--- config.mk ---
export PLATFORM = sky130hd
export DESIGN_NAME = secded_codec
export DESIGN_NICKNAME = d
export VERILOG_FILES = /design/src/rtl/secded_codec.sv
export SDC_FILE = /design/constraint.sdc
export NUM_CORES = 1
export LEC_CHECK = 0
export CORE_ASPECT_RATIO = 0.9
export CORE_MARGIN = 2
export CORE_UTILIZATION = 56
export CTS_CLUSTER_SIZE = 24
export DETAILED_ROUTE_END_ITERATION = 8
export GPL_TIMING_DRIVEN = 1
export PLACE_DENSITY_LB_ADDON = 0.12
export SYNTH_ARGS = -nofsm -noshare
export SYNTH_HDL_FRONTEND = slang
export SYNTH_SLANG_ARGS = --single-unit
--- constraint.sdc ---
create_clock -name clk -period 3.2 [get_ports clk]
set_input_delay 0.96 -clock clk [delete_from_list [all_inputs] [get_ports clk]]
set_output_delay 0.96 -clock clk [all_outputs]
set_load 0.02 [all_outputs]
--- src/rtl/secded_codec.sv ---
`default_nettype none
// ============================================================================
// Module   : secded_codec
// Purpose  : Pipelined Hamming SECDED encoder/decoder with a valid/ready
//            handshake on both sides and saturating error-event counters.
//            Codeword layout: bit 0 = overall parity p0, power-of-two
//            positions hold Hamming parity p1, p2, p4, ..., remaining
//            positions hold data bits in ascending order (data[0] at 3).
// Ports    : clk, reset        - clock (rising edge), async active-high reset
//            in_valid/in_ready - request handshake
//            in_mode           - 0 encode, 1 decode
//            in_data           - encode: data in low DATA_W bits; decode: codeword
//            out_valid/out_ready - result handshake
//            out_mode          - mode of the request producing the result
//            out_data          - encode: codeword; decode: data, upper bits 0
//            out_status        - 00 clean, 01 corrected, 10 uncorrectable
//            out_syndrome      - decode syndrome, 0 for encode
//            cnt_clear         - synchronous clear of both counters
//            corr_count        - consumed decode results with status 01
//            unc_count         - consumed decode results with status 10
// Revision : 1.0 - initial release
// ============================================================================
module secded_codec #(
  parameter int DATA_W = 11,
  parameter int PAR_W  = 4,
  parameter int CNT_W  = 8
) (
  input  logic                  clk,
  input  logic                  reset,
  input  logic                  in_valid,
  output logic                  in_ready,
  input  logic                  in_mode,
  input  logic [DATA_W+PAR_W:0] in_data,
  output logic                  out_valid,
  input  logic                  out_ready,
  output logic                  out_mode,
  output logic [DATA_W+PAR_W:0] out_data,
  output logic [1:0]            out_status,
  output logic [PAR_W-1:0]      out_syndrome,
  input  logic                  cnt_clear,
  output logic [CNT_W-1:0]      corr_count,
  output logic [CNT_W-1:0]      unc_count
);

  localparam int c_CW = DATA_W + PAR_W + 1;

  localparam logic [1:0] c_ST_CLEAN = 2'b00;
  localparam logic [1:0] c_ST_CORR  = 2'b01;
  localparam logic [1:0] c_ST_UNC   = 2'b10;

  // Codeword width as a PAR_W+1 bit value, for range-checking a syndrome.
  localparam logic [PAR_W:0] c_CW_L = (PAR_W + 1)'(c_CW);

  // --------------------------------------------------------------------------
  // Elaboration-time helpers
  // --------------------------------------------------------------------------
  function automatic logic is_pow2(input int i);
    return ((i & (i - 1)) == 0);
  endfunction

  // Codeword position of data bit j: the j-th non-power-of-two position >= 1.
  function automatic int data_pos(input int j);
    int cnt;
    int pos;
    cnt = 0;
    pos = 0;
    for (int i = 1; i < c_CW; i++) begin
      if (!is_pow2(i)) begin
        if (cnt == j) pos = i;
        cnt = cnt + 1;
      end
    end
    return pos;
  endfunction

  // XOR of the indices of all set bits above bit 0.
  function automatic logic [PAR_W-1:0] syndrome_of(input logic [c_CW-1:0] cw);
    logic [PAR_W-1:0] s;
    s = '0;
    for (int i = 1; i < c_CW; i++) begin
      if (cw[i]) s = s ^ PAR_W'(i);
    end
    return s;
  endfunction

  // --------------------------------------------------------------------------
  // Pipeline registers
  // --------------------------------------------------------------------------
  logic              s1_valid_q, s1_valid_d;
  logic              s1_mode_q,  s1_mode_d;
  logic [c_CW-1:0]   s1_data_q,  s1_data_d;

  logic              s2_valid_q, s2_valid_d;
  logic              s2_mode_q,  s2_mode_d;
  logic [c_CW-1:0]   s2_data_q,  s2_data_d;
  logic [1:0]        s2_status_q, s2_status_d;
  logic [PAR_W-1:0]  s2_syn_q,   s2_syn_d;

  logic [CNT_W-1:0]  corr_q, corr_d;
  logic [CNT_W-1:0]  unc_q,  unc_d;

  // --------------------------------------------------------------------------
  // Handshake
  // --------------------------------------------------------------------------
  logic w_in_fire;
  logic w_s2_load;
  logic w_out_fire;

  assign w_s2_load  = s1_valid_q && (!s2_valid_q || out_ready);
  assign in_ready   = !s1_valid_q || w_s2_load;
  assign w_in_fire  = in_valid && in_ready;
  assign w_out_fire = s2_valid_q && out_ready;

  // --------------------------------------------------------------------------
  // Stage 1 encode path
  // --------------------------------------------------------------------------
  // w_enc_raw holds the data bits in their codeword positions with every
  // parity position zero. Its syndrome bit k is then exactly the XOR of the
  // data positions whose index has bit k set, i.e. parity p(2^k).
  logic [c_CW-1:0]   w_enc_raw;
  logic [PAR_W-1:0]  w_enc_syn;
  logic [c_CW-1:1]   w_enc_hi;
  logic [c_CW-1:0]   w_enc_cw;

  for (genvar i = 0; i < c_CW; i++) begin : g_enc_zero
    if (is_pow2(i)) begin : g_par_slot
      assign w_enc_raw[i] = 1'b0;
    end
  end

  for (genvar j = 0; j < DATA_W; j++) begin : g_enc_place
    localparam int c_POS = data_pos(j);
    assign w_enc_raw[c_POS] = s1_data_q[j];
  end

  assign w_enc_syn = syndrome_of(w_enc_raw);

  for (genvar i = 1; i < c_CW; i++) begin : g_enc_hi
    if (is_pow2(i)) begin : g_par
      assign w_enc_hi[i] = w_enc_syn[$clog2(i)];
    end else begin : g_dat
      assign w_enc_hi[i] = w_enc_raw[i];
    end
  end

  // p0 makes the whole codeword even parity.
  assign w_enc_cw = {w_enc_hi, ^w_enc_hi};

  // --------------------------------------------------------------------------
  // Stage 1 decode path
  // --------------------------------------------------------------------------
  logic [PAR_W-1:0]  w_dec_syn;
  logic              w_dec_par;
  logic              w_syn_in_range;
  logic [c_CW-1:0]   w_dec_fix;
  logic [DATA_W-1:0] w_dec_ext;
  logic [1:0]        w_dec_status;

  assign w_dec_syn      = syndrome_of(s1_data_q);
  assign w_dec_par      = ^s1_data_q;
  assign w_syn_in_range = ({1'b0, w_dec_syn} < c_CW_L);

  // A flip happens only with odd overall parity and a syndrome naming a real
  // position; a syndrome equal to i >= 1 already implies nonzero and in range.
  assign w_dec_fix[0] = s1_data_q[0];
  for (genvar i = 1; i < c_CW; i++) begin : g_dec_fix
    assign w_dec_fix[i] = s1_data_q[i] ^ (w_dec_par && (w_dec_syn == PAR_W'(i)));
  end

  for (genvar j = 0; j < DATA_W; j++) begin : g_dec_ext
    localparam int c_POS = data_pos(j);
    assign w_dec_ext[j] = w_dec_fix[c_POS];
  end

  always_comb begin
    w_dec_status = c_ST_CLEAN;
    if (!w_dec_par) begin
      // Even parity: clean, or two flips that cancel in p0.
      if (w_dec_syn != '0) w_dec_status = c_ST_UNC;
    end else begin
      // Odd parity: single error in p0 (S=0) or at position S; a syndrome
      // pointing past the codeword cannot be a single error.
      if (w_syn_in_range) w_dec_status = c_ST_CORR;
      else                w_dec_status = c_ST_UNC;
    end
  end

  // --------------------------------------------------------------------------
  // Next-state logic
  // --------------------------------------------------------------------------
  always_comb begin
    s1_valid_d  = s1_valid_q;
    s1_mode_d   = s1_mode_q;
    s1_data_d   = s1_data_q;
    s2_valid_d  = s2_valid_q;
    s2_mode_d   = s2_mode_q;
    s2_data_d   = s2_data_q;
    s2_status_d = s2_status_q;
    s2_syn_d    = s2_syn_q;
    corr_d      = corr_q;
    unc_d       = unc_q;

    if (w_in_fire) begin
      s1_valid_d = 1'b1;
      s1_mode_d  = in_mode;
      s1_data_d  = in_data;
    end else if (w_s2_load) begin
      s1_valid_d = 1'b0;
    end

    // Stage 2 only loads on an advance, so out_* hold while stalled.
    if (w_s2_load) begin
      s2_valid_d = 1'b1;
      s2_mode_d  = s1_mode_q;
      if (s1_mode_q) begin
        s2_data_d   = {{(c_CW - DATA_W){1'b0}}, w_dec_ext};
        s2_status_d = w_dec_status;
        s2_syn_d    = w_dec_syn;
      end else begin
        s2_data_d   = w_enc_cw;
        s2_status_d = c_ST_CLEAN;
        s2_syn_d    = '0;
      end
    end else if (w_out_fire) begin
      s2_valid_d = 1'b0;
    end

    // Clear wins over a same-cycle increment; counts stick at all-ones.
    if (cnt_clear) begin
      corr_d = '0;
      unc_d  = '0;
    end else if (w_out_fire && s2_mode_q) begin
      if ((s2_status_q == c_ST_CORR) && (corr_q != '1)) corr_d = corr_q + CNT_W'(1);
      if ((s2_status_q == c_ST_UNC)  && (unc_q  != '1)) unc_d  = unc_q  + CNT_W'(1);
    end
  end

  always_ff @(posedge clk or posedge reset) begin
    if (reset) begin
      s1_valid_q  <= 1'b0;
      s1_mode_q   <= 1'b0;
      s1_data_q   <= '0;
      s2_valid_q  <= 1'b0;
      s2_mode_q   <= 1'b0;
      s2_data_q   <= '0;
      s2_status_q <= c_ST_CLEAN;
      s2_syn_q    <= '0;
      corr_q      <= '0;
      unc_q       <= '0;
    end else begin
      s1_valid_q  <= s1_valid_d;
      s1_mode_q   <= s1_mode_d;
      s1_data_q   <= s1_data_d;
      s2_valid_q  <= s2_valid_d;
      s2_mode_q   <= s2_mode_d;
      s2_data_q   <= s2_data_d;
      s2_status_q <= s2_status_d;
      s2_syn_q    <= s2_syn_d;
      corr_q      <= corr_d;
      unc_q       <= unc_d;
    end
  end

  // --------------------------------------------------------------------------
  // Outputs
  // --------------------------------------------------------------------------
  assign out_valid    = s2_valid_q;
  assign out_mode     = s2_mode_q;
  assign out_data     = s2_data_q;
  assign out_status   = s2_status_q;
  assign out_syndrome = s2_syn_q;
  assign corr_count   = corr_q;
  assign unc_count    = unc_q;

endmodule
`default_nettype wire

Word-level counts from Yosys, hierarchy flattened
Cells that the tools add are included.

Word-level logic and storage cells: 134. Input bits: 22. Register bits: 58.

Add/subtract/negate cells: 2. Equal/unequal tests: 15. Bitwise operators: 35. Muxes and demuxes: 41. Reduce and logical (&&, ||, !) cells: 31.

Operators with widths (count): two-way mux 4 bit (16); two-way mux 8 bit (6); == test 4 bit, second input constant (7); inverter 3 bit (8); two-way mux 3 bit (7); inverter 2 bit (10); logical AND 1 bit (17); adder 8 x 1 -> 8 bit, second input constant (2); two-way mux 16 bit (1); inequality test 8 bit, second input constant (2); XOR reduction 16 bit (1); XOR reduction 15 bit (1); == test 4 x 3 -> 1 bit, second input constant (3); two-way mux 2 bit (6); XOR 1 bit (11); nonzero test 2 bit (5); inverter 4 bit (2); two-way mux 1 bit (5); == test 4 x 2 -> 1 bit, second input constant (1); AND reduction 2 bit (2); nonzero test 4 bit (1); inverter 1 bit, first input constant (3); == test 2 x 1 -> 1 bit, second input constant (1); == test 2 bit, second input constant (1); other kinds (3) (5).

Depth between registers and ports, before layout
Gate-level depths: netlist of the first run.

Depth in word-level cells: 30. Mapped depth: 7. Mapped depth without buffers: 7.

Least setup slack after synthesis of the first run
OpenSTA, ideal clock, no wires.

Path type: input port to flip-flop. Start point: input out_ready. End point: register s1_data_q[0]. Data required time: 3.075 ns. Setup slack: 0.796 ns. Stages on the path: 4. Data arrival time: 2.280 ns. Buffers on the path: 1. Setup time: 0.125 ns. Path through: nand3b_1 nand2_1 clkbuf_1 mux2_2.

Longest elaborated chain between the ends: 4.

Ends and longest elaborated chain: start: declaration (line 35) `input logic out_ready,`; logical OR 1 bit (line 109) `assign w_s2_load = s1_valid_q && (!s2_valid_q || out_ready);`; logical AND 1 bit (line 109); logical OR 1 bit (line 110) `assign in_ready = !s1_valid_q || w_s2_load;`; logical AND 1 bit (line 111) `assign w_in_fire = in_valid && in_ready;`; end signal: assignment (line 253) `s1_data_q <= s1_data_d;`; end: declaration (line 91) `logic [c_CW-1:0] s1_data_q, s1_data_d;`.

No other way between the ends. A chain may end at the register's enable or synchronous reset.

Worst setup path in the final report of the first run
Start point: input out_ready. End point: output in_ready.

Longest elaborated chain between the ends: 3.

Ends and longest elaborated chain: logical OR 1 bit (line 109); logical AND 1 bit (line 109); logical OR 1 bit (line 110); end: declaration (line 31) `output logic in_ready,`.

No other way between the ends.

==> results.json, run 1 <==
{
  "status": "completed",
  "finalHoldViolCount": 0,
  "num_vias": 2611,
  "clock-skew-final_ns": 0.00817,
  "critical_path.most_common_cell": "clkdlybuf4s50_1",
  "grt.met1_usage_pct": 37.9,
  "synth.distinct_cells": 41,
  "timing.fmax_mhz": 316,
  "cts_sinks": 58,
  "synth.cell_area_sq_um": 3280,
  "met2_usage_pct": 37.4,
  "quantity_of_gates_resized_following_cts": 0,
  "timing.critical_path.cells": "clkdlybuf4s50_1, nand3b_1, clkdlybuf4s50_1",
  "finalCoreUtilization_pct": 73.8,
  "timing_worst_slew_pin_value_ns": 0.829,
  "power.share.combinational_pct": 47.8,
  "clockBufferDepth": 2,
  "clock_latency_ns": 0.33,
  "ant_nets": 0,
  "postSynthCellCount": 316,
  "postRouteWirelength_microns": 7520,
  "stdcell_area_sq_um": 4180,
  "cp_max_fo": 3,
  "placeableCoreArea_sq_um": 5660,
  "numPlacedInstances": 438,
  "grt_usage_pct": 25.5,
  "postSynth.asyncResetShare_pct": 100,
  "synthToLayoutAreaGrowth_pct": 27.5,
  "floorplan.io_pins": 63,
  "hpwl_microns": 5650,
  "synth_sequential_area_ratio_pct": 44.3,
  "busiest_layer": "met1",
  "grt_first_pass_wirelength_microns": 12900,
  "drv_slew": 0,
  "layout_cells_sized_above_1_pct": 12.0,
  "timing.final.crit_share_pct": 98.9,
  "switchingPower_mw": 1.30,
  "unrepaired_setup_endpoints_after_global_routing": "false",
  "detail_route.drc_violations": 0,
  "drv_cap": 0,
  "effective_utilization_at_floorplan_pct": 57.9,
  "largest_net_degree_at_the_start_of_global_routing": 36,
  "timing.max_slew.rel_slack_pct": 44.3,
  "cp.arrival_ns": 2.21,
  "period_minus_slack_ns": 3.17,
  "powerDensity_nw_per_um2": 789,
  "die_w_microns": 84.7,
  "start_kind": "input pin",
  "synth-edff-count": 0,
  "dr.first_iter.drc_count": 257,
  "setup_viol": 0,
  "die_h_microns": 76.6,
  "cts_made_buffers": 9,
  "irDropWorstVdd_v": 0.000629,
  "syn-mean-instance-area_sq_um": 10.4,
  "global_route.usage.met3_pct": 5.85,
  "fillerInstances": 421,
  "clock_tree_from_tritoncts": "done",
  "placement.io_buffers": 62,
  "path_class": "in -> out",
  "internal_power_mw": 2.00,
  "crit_path_max_incr_delay_ns": 0.62,
  "post_cts_buffers": 0,
  "postSynthNetCount": 340,
  "final_weighted_congestion_in_routability_driven_placement": 0.899,
  "design.die.area_sq_um": 6480,
  "hp-class": "reg -> reg",
  "worst_setup_path_end_kind": "output port",
  "crit_required_ns": 2.24,
  "timing.setup.tns_ns": 0,
  "synth_ff_type": "dfrtp_1",
  "floorplan.rows": 26,
  "cts_hold_buf": 0,
  "ctsHtreeMaxLevel": 3,
  "p_leak_nw": 1.70,
  "antenna_violations_before_repair": 0,
  "clk_pin_slew_worst_paths_ns": 0.06,
  "final_cell_count_no_fill": 453,
  "routedWlPerCell_microns": 16.6,
  "share_clk_of_total_power_pct": 21.2,
  "crit_path_top_delay_cell": "clkdlybuf4s50_1",
  "cts.root.buffer_cell": "clkbuf_8",
  "via_per_inst": 5.76,
  "antenna-diode-count": 0,
  "net_switching_fraction_of_the_power_pct": 39.4,
  "drt_pre_antenna_iters": 5,
  "p_seq_share_pct": 31.0,
  "fin_nets": 403,
  "grt-ovfl-total": 0,
  "synth-warning-count": 0,
  "grt_pass1_vias": 2534,
  "placement.cell_area_sq_um": 3980,
  "timing.hold.ws_ns": 0.479,
  "yosys_reg_bits": 58
}
## synthesized netlist by cell type (all sizes together), types with 2 or more instances
| master | number | area share, % |
|---|---|---|
| a21oi | 6 | 0.92 |
| a22o | 3 | 0.80 |
| a22oi | 3 | 0.69 |
| and3 | 7 | 1.3 |
| buf | 5 | 0.73 |
| clkbuf | 10 | 1.1 |
| dfrtp | 58 | 44 |
| ha | 2 | 0.76 |
| inv | 5 | 0.57 |
| mux2 | 17 | 5.8 |
| mux2i | 2 | 0.61 |
| nand2 | 37 | 4.2 |
| nand2b | 3 | 0.57 |
| nand3 | 5 | 0.76 |
| nand4 | 4 | 0.76 |
| nor2 | 21 | 2.4 |
| nor3 | 4 | 1.3 |
| nor4 | 8 | 2.4 |
| o21ai | 20 | 3.1 |
| o221ai | 6 | 1.6 |
| o22ai | 12 | 2.3 |
| or3 | 5 | 0.95 |
| xnor2 | 34 | 9.1 |
| xnor3 | 4 | 2.8 |
| xor2 | 26 | 7.4 |
## metrics by stage
step	setup slack, ns	power (mW)
finish	0.0342	3.30
global route	0.00785	3.50
CTS	0.0357	3.30
detailed placement	0.0403	2.59
global placement	0.0713	2.57
floorplan	0.796	2.11
## cells by family after synthesis
kind of cell | Yosys count | synth area share (%)
buffers and inverters | 20 | 2.44
muxes | 19 | 6.45
and+or+nand+nor | 97 | 15.4
AOI/OAI and AO/OA | 55 | 10.6
DFF | 58 | 44.3
xor gates and xnor gates | 65 | 20.0
adders and majority gates | 2 | 0.763
## cell usage in the layout, fill, tap and decap left out, types with 2 or more instances in the layout
master	count
clkdlybuf4s50_1	62
dfrtp_1	58
nand2_1	37
xnor2_1	34
xor2_1	24
nor2_1	21
mux2_2	17
o21ai_0	16
o22ai_1	12
clkbuf_8	12
and3_1	7
a21oi_1	6
nor4_1	6
o221ai_1	6
nand3_1	5
or3_1	5
nand4_1	4
inv_1	4
o21ai_1	4
buf_4	4
nand2b_1	3
xnor3_1	3
a22o_1	3
a22oi_1	3
mux2i_1	2
xor2_2	2
nor3_2	2
nor4_4	2
ha_1	2
## sequential cells by signal (all words and copies together) (netlist names)
signal	count
corr_count	8
out_mode	1
s1_valid_q	1
out_valid	1
out_data	16
s1_mode_q	1
s1_data_q	16
out_syndrome	4
unc_count	8
out_status	2
## power by group through the flow
stage          sequential, mW  combinational (mW)  clock (mW)
2_1_floorplan            1.11                1.00           0
3_3_place_gp             1.03                1.54           0
3_5_place_dp             1.03                1.56           0
4_1_cts                  1.02                1.57       0.709
5_1_grt                  1.04                1.71       0.744
6_report                 1.02                1.58       0.698
## metal layers
layer | up-vias | share of wire (%)
met4 | 0 | 1.3
met2 | 94 | 44
met5 | - | 0
met3 | 12 | 7.1
li1 | 1234 | -
met1 | 1271 | 48
## area by class of cell
class                   instances  area, sq um  share of cell area, %
well taps                      70         87.6                   2.10
clock inverters                 2         35.0                  0.838
clock buffers                  13          169                   4.04
multi-input cells             238         1750                   41.8
repair buffers                 67          671                   16.0
flip-flops and latches         58         1450                   34.7
inverters                       5         18.8                  0.449
## path summary, 6_finish.rpt
| check | cells after the start | endpoint | start | slack, ns |
|---|---|---|---|---|
| max in group asynchronous | 3 | out_syndrome[0] | reset | 1.64 |
| min reg2reg | 2 | out_syndrome[2] | out_syndrome[2] | 0.48 |
| min | 2 | out_syndrome[2] | out_syndrome[2] | 0.48 |
| max reg2reg | 6 | out_data[3] | s1_data_q[6] | 0.68 |
| max | 3 | in_ready | out_ready | 0.03 |
| min in group asynchronous | 2 | unc_count[6] | reset | 0.99 |
## critical path, delay by kind of cell
kind	cells	cell delay, ns
buffers and inverters	2	1.10
and+or+nand+nor	1	0.14
Power figures use the tool's default switching activity.
==> run 2, diff against run 1 <==
Settings changed: ABC_AREA set to 1, CORE_UTILIZATION 56 to 57.
==> run 2 against run 1 <==
  * Global-route usage up 3.4 points
  * Sequential cell count stayed put
  * Largest power group unchanged
  * Critical path type unchanged
  * Via count grew 39%
  * First-iteration DRC count increased by 8.2%
==> results.json, run 2 <==
{
  "unrepaired_setup_endpoints_after_global_routing": "false",
  "cp.arrival_ns": 1.84,
  "smallest_setup_slack_after_layout_ns": 0.400,
  "floorplan.rows": 27,
  "synth_largest_area_cell": "dfrtp_1",
  "grt-ovfl-total": 0,
  "final_cell_mix": "nand2_1, clkdlybuf4s50_1, dfrtp_1",
  "crit_path_top_delay_cell": "clkdlybuf4s50_1",
  "crit_required_ns": 2.24,
  "postSynthNetCount": 554,
  "status": "completed",
  "timing.critical_path.cells": "clkdlybuf4s50_1, inv_1, nand3_1, dlymetal6s2s_1",
  "synth_top_area_share_pct": 40.4,
  "via_per_inst": 5.27,
  "timing.fmax_mhz": 357,
  "postSynthCellCount": 530,
  "power.share.combinational_pct": 42.8,
  "timing.reg2reg.worst_path_depth": 14,
  "design.die.area_sq_um": 6960,
  "floorplan.io_pins": 63,
  "p_leak_nw": 2.30,
  "cp_max_fo": 2,
  "antenna-diode-count": 0,
  "powerDensity_nw_per_um2": 711,
  "placement.io_buffers": 62,
  "grt_pass1_vias": 3355,
  "worst_setup_path_end_kind": "output port",
  "share_clk_of_total_power_pct": 25.8,
  "postRouteWirelength_microns": 9320,
  "placeableCoreArea_sq_um": 6110,
  "cts.root.buffer_cell": "clkbuf_8",
  "clock-skew-final_ns": 0.00659,
  "detailedPlace.worstSlack_ns": 0.0565,
  "cts_made_buffers": 9,
  "grt_first_pass_wirelength_microns": 15500,
  "timing.final.crit_share_pct": 87.5,
  "start_kind": "input pin",
  "timing.hold.worst_path_depth": 2,
  "effective_utilization_at_floorplan_pct": 58.8,
  "synth_sequential_area_ratio_pct": 40.4,
  "p_seq_share_pct": 31.4,
  "crit_path_max_incr_delay_ns": 0.49,
  "internal_power_mw": 1.93,
  "clockBufferDepth": 2,
  "hpwl_microns": 6720,
  "switchingPower_mw": 1.32,
  "syn-mean-instance-area_sq_um": 6.78,
  "timing.max_slew.rel_slack_pct": 55.3,
  "top_post_synthesis_cells_by_count": "nand2_1, dfrtp_1, nor2_1",
  "antenna_violations_before_repair": 0,
  "timing_worst_slew_pin_value_ns": 0.670,
  "post-synth-top-count-cell": "nand2_1",
  "die_h_microns": 79.4,
  "layout.cells.most_common": "nand2_1",
  "synthTopCellsByArea": "dfrtp_1, nand2_1, nand3_1",
  "setup_viol": 0,
  "path_buf_inv": 3,
  "cp.depth": 4,
  "placement.cell_area_sq_um": 4330,
  "synth-edff-count": 0,
  "path_class": "in -> out",
  "detail_route.drc_violations": 0,
  "crit_family": "buffers and inverters",
  "dr.first_iter.drc_count": 278,
  "clock_tree_from_tritoncts": "done",
  "clock_latency_ns": 0.35,
  "hp-class": "reg -> reg",
  "yosys_reg_bits": 58,
  "final_weighted_congestion_in_routability_driven_placement": 0.900,
  "post_cts_buffers": 0,
  "routedWlPerCell_microns": 13.5,
  "fin_nets": 623,
  "net_switching_fraction_of_the_power_pct": 40.6,
  "synth_ff_type": "dfrtp_1",
  "drv_slew": 0,
  "drv_cap": 0,
  "period_minus_slack_ns": 2.80,
  "ant_nets": 0,
  "synth.cell_area_sq_um": 3600,
  "synthToLayoutAreaGrowth_pct": 27.2,
  "finalHoldViolCount": 0,
  "stdcell_area_sq_um": 4580,
  "ctsHtreeMaxLevel": 3,
  "layout_cells_sized_above_1_pct": 11.3,
  "synth-warning-count": 0,
  "drt_pre_antenna_iters": 4,
  "largest_net_degree_at_the_start_of_global_routing": 59,
  "num_vias": 3633,
  "cts_sinks": 58,
  "quantity_of_gates_resized_following_cts": 0,
  "clk_pin_slew_worst_paths_ns": 0.06,
  "postSynth.asyncResetShare_pct": 100,
  "irDropWorstVdd_v": 0.000395,
  "synth.distinct_cells": 33,
  "cts_hold_buf": 0,
  "grt_usage_pct": 28.9,
  "die_w_microns": 87.7,
  "timing.setup.tns_ns": 0
}
-- run 2: final timing paths --
check | startpoint | endpoint | slack [ns]
worst max register to register | s1_data_q[10] | out_data[10] | 1.17
max in group asynchronous | reset | out_data[15] | 1.96
worst min register to register | out_data[3] | out_data[3] | 0.48
min in group asynchronous | reset | unc_count[3] | 0.98
worst min-delay path | out_data[3] | out_data[3] | 0.48
worst max-delay path | out_ready | in_ready | 0.40
-- run 2: kinds of logic (layout without fill, tap and decap cells) --
group | after synthesis | count (layout) | synth area share [%]
DFF | 58 | 58 | 40.4
buffers and inverters | 65 | 138 | 7.38
AOI/OAI and AO/OA | 65 | 65 | 9.81
and+or+nand+nor | 336 | 336 | 40.8
xor gates and xnor gates | 4 | 4 | 0.974
adders and majority gates | 2 | 2 | 0.696
-- run 2: cell type report --
class | instances | area [sq um]
Inverter | 55 | 215
Timing Repair Buffer | 68 | 681
Multi-Input combinational cell | 407 | 1880
Clock buffer | 10 | 138
Fill cell | 486 | 1540
Clock inverter | 5 | 103
Tap cell | 87 | 109
Sequential cell | 58 | 1450
-- run 2: layer usage --
metal | track usage, % | wire length (microns) | vias to the layer above
met1 | 38.8 | 4290 | 1689
met2 | 47.0 | 4350 | 129
met4 | 5.38 | 84 | 0
met3 | 8.11 | 587 | 7
met5 | 0 | 0 | -
li1 | - | - | 1808
-- run 2: stage by stage --
step	total power, mW	util [%]	cells	hold slack (ns)
2_1_floorplan	1.93	-	530	0.575
3_3_place_gp	2.37	70.9	675	0.464
3_5_place_dp	2.41	70.9	675	0.464
4_1_cts	3.25	74.8	690	0.482
5_1_grt	3.46	74.8	690	0.506
6_report	3.25	74.8	690	0.478
-- run 2: worst reg2reg max path: stages (launching register included) --
cell and delay, ns:
dfrtp_1 0.48, inv_2 0.22, nand2_1 0.07, nand2_1 0.14, nand2_1 0.10, nand2_1 0.09
nand3_2 0.06, nand2_2 0.16, nand2_2 0.11, inv_1 0.17, nand2_1 0.08, nand2_1 0.06
nand3_1 0.06, nand2_1 0.09, nand2_1 0.05
-- run 2: power groups by stage --
| stage | Clock [mW] | Combinational [mW] | Sequential, mW |
|---|---|---|---|
| finish | 0.840 | 1.39 | 1.02 |
| global route | 0.882 | 1.54 | 1.04 |
| CTS | 0.845 | 1.39 | 1.02 |
| detailed placement | 0 | 1.38 | 1.03 |
| global placement | 0 | 1.35 | 1.02 |
| floorplan | 0 | 0.795 | 1.14 |
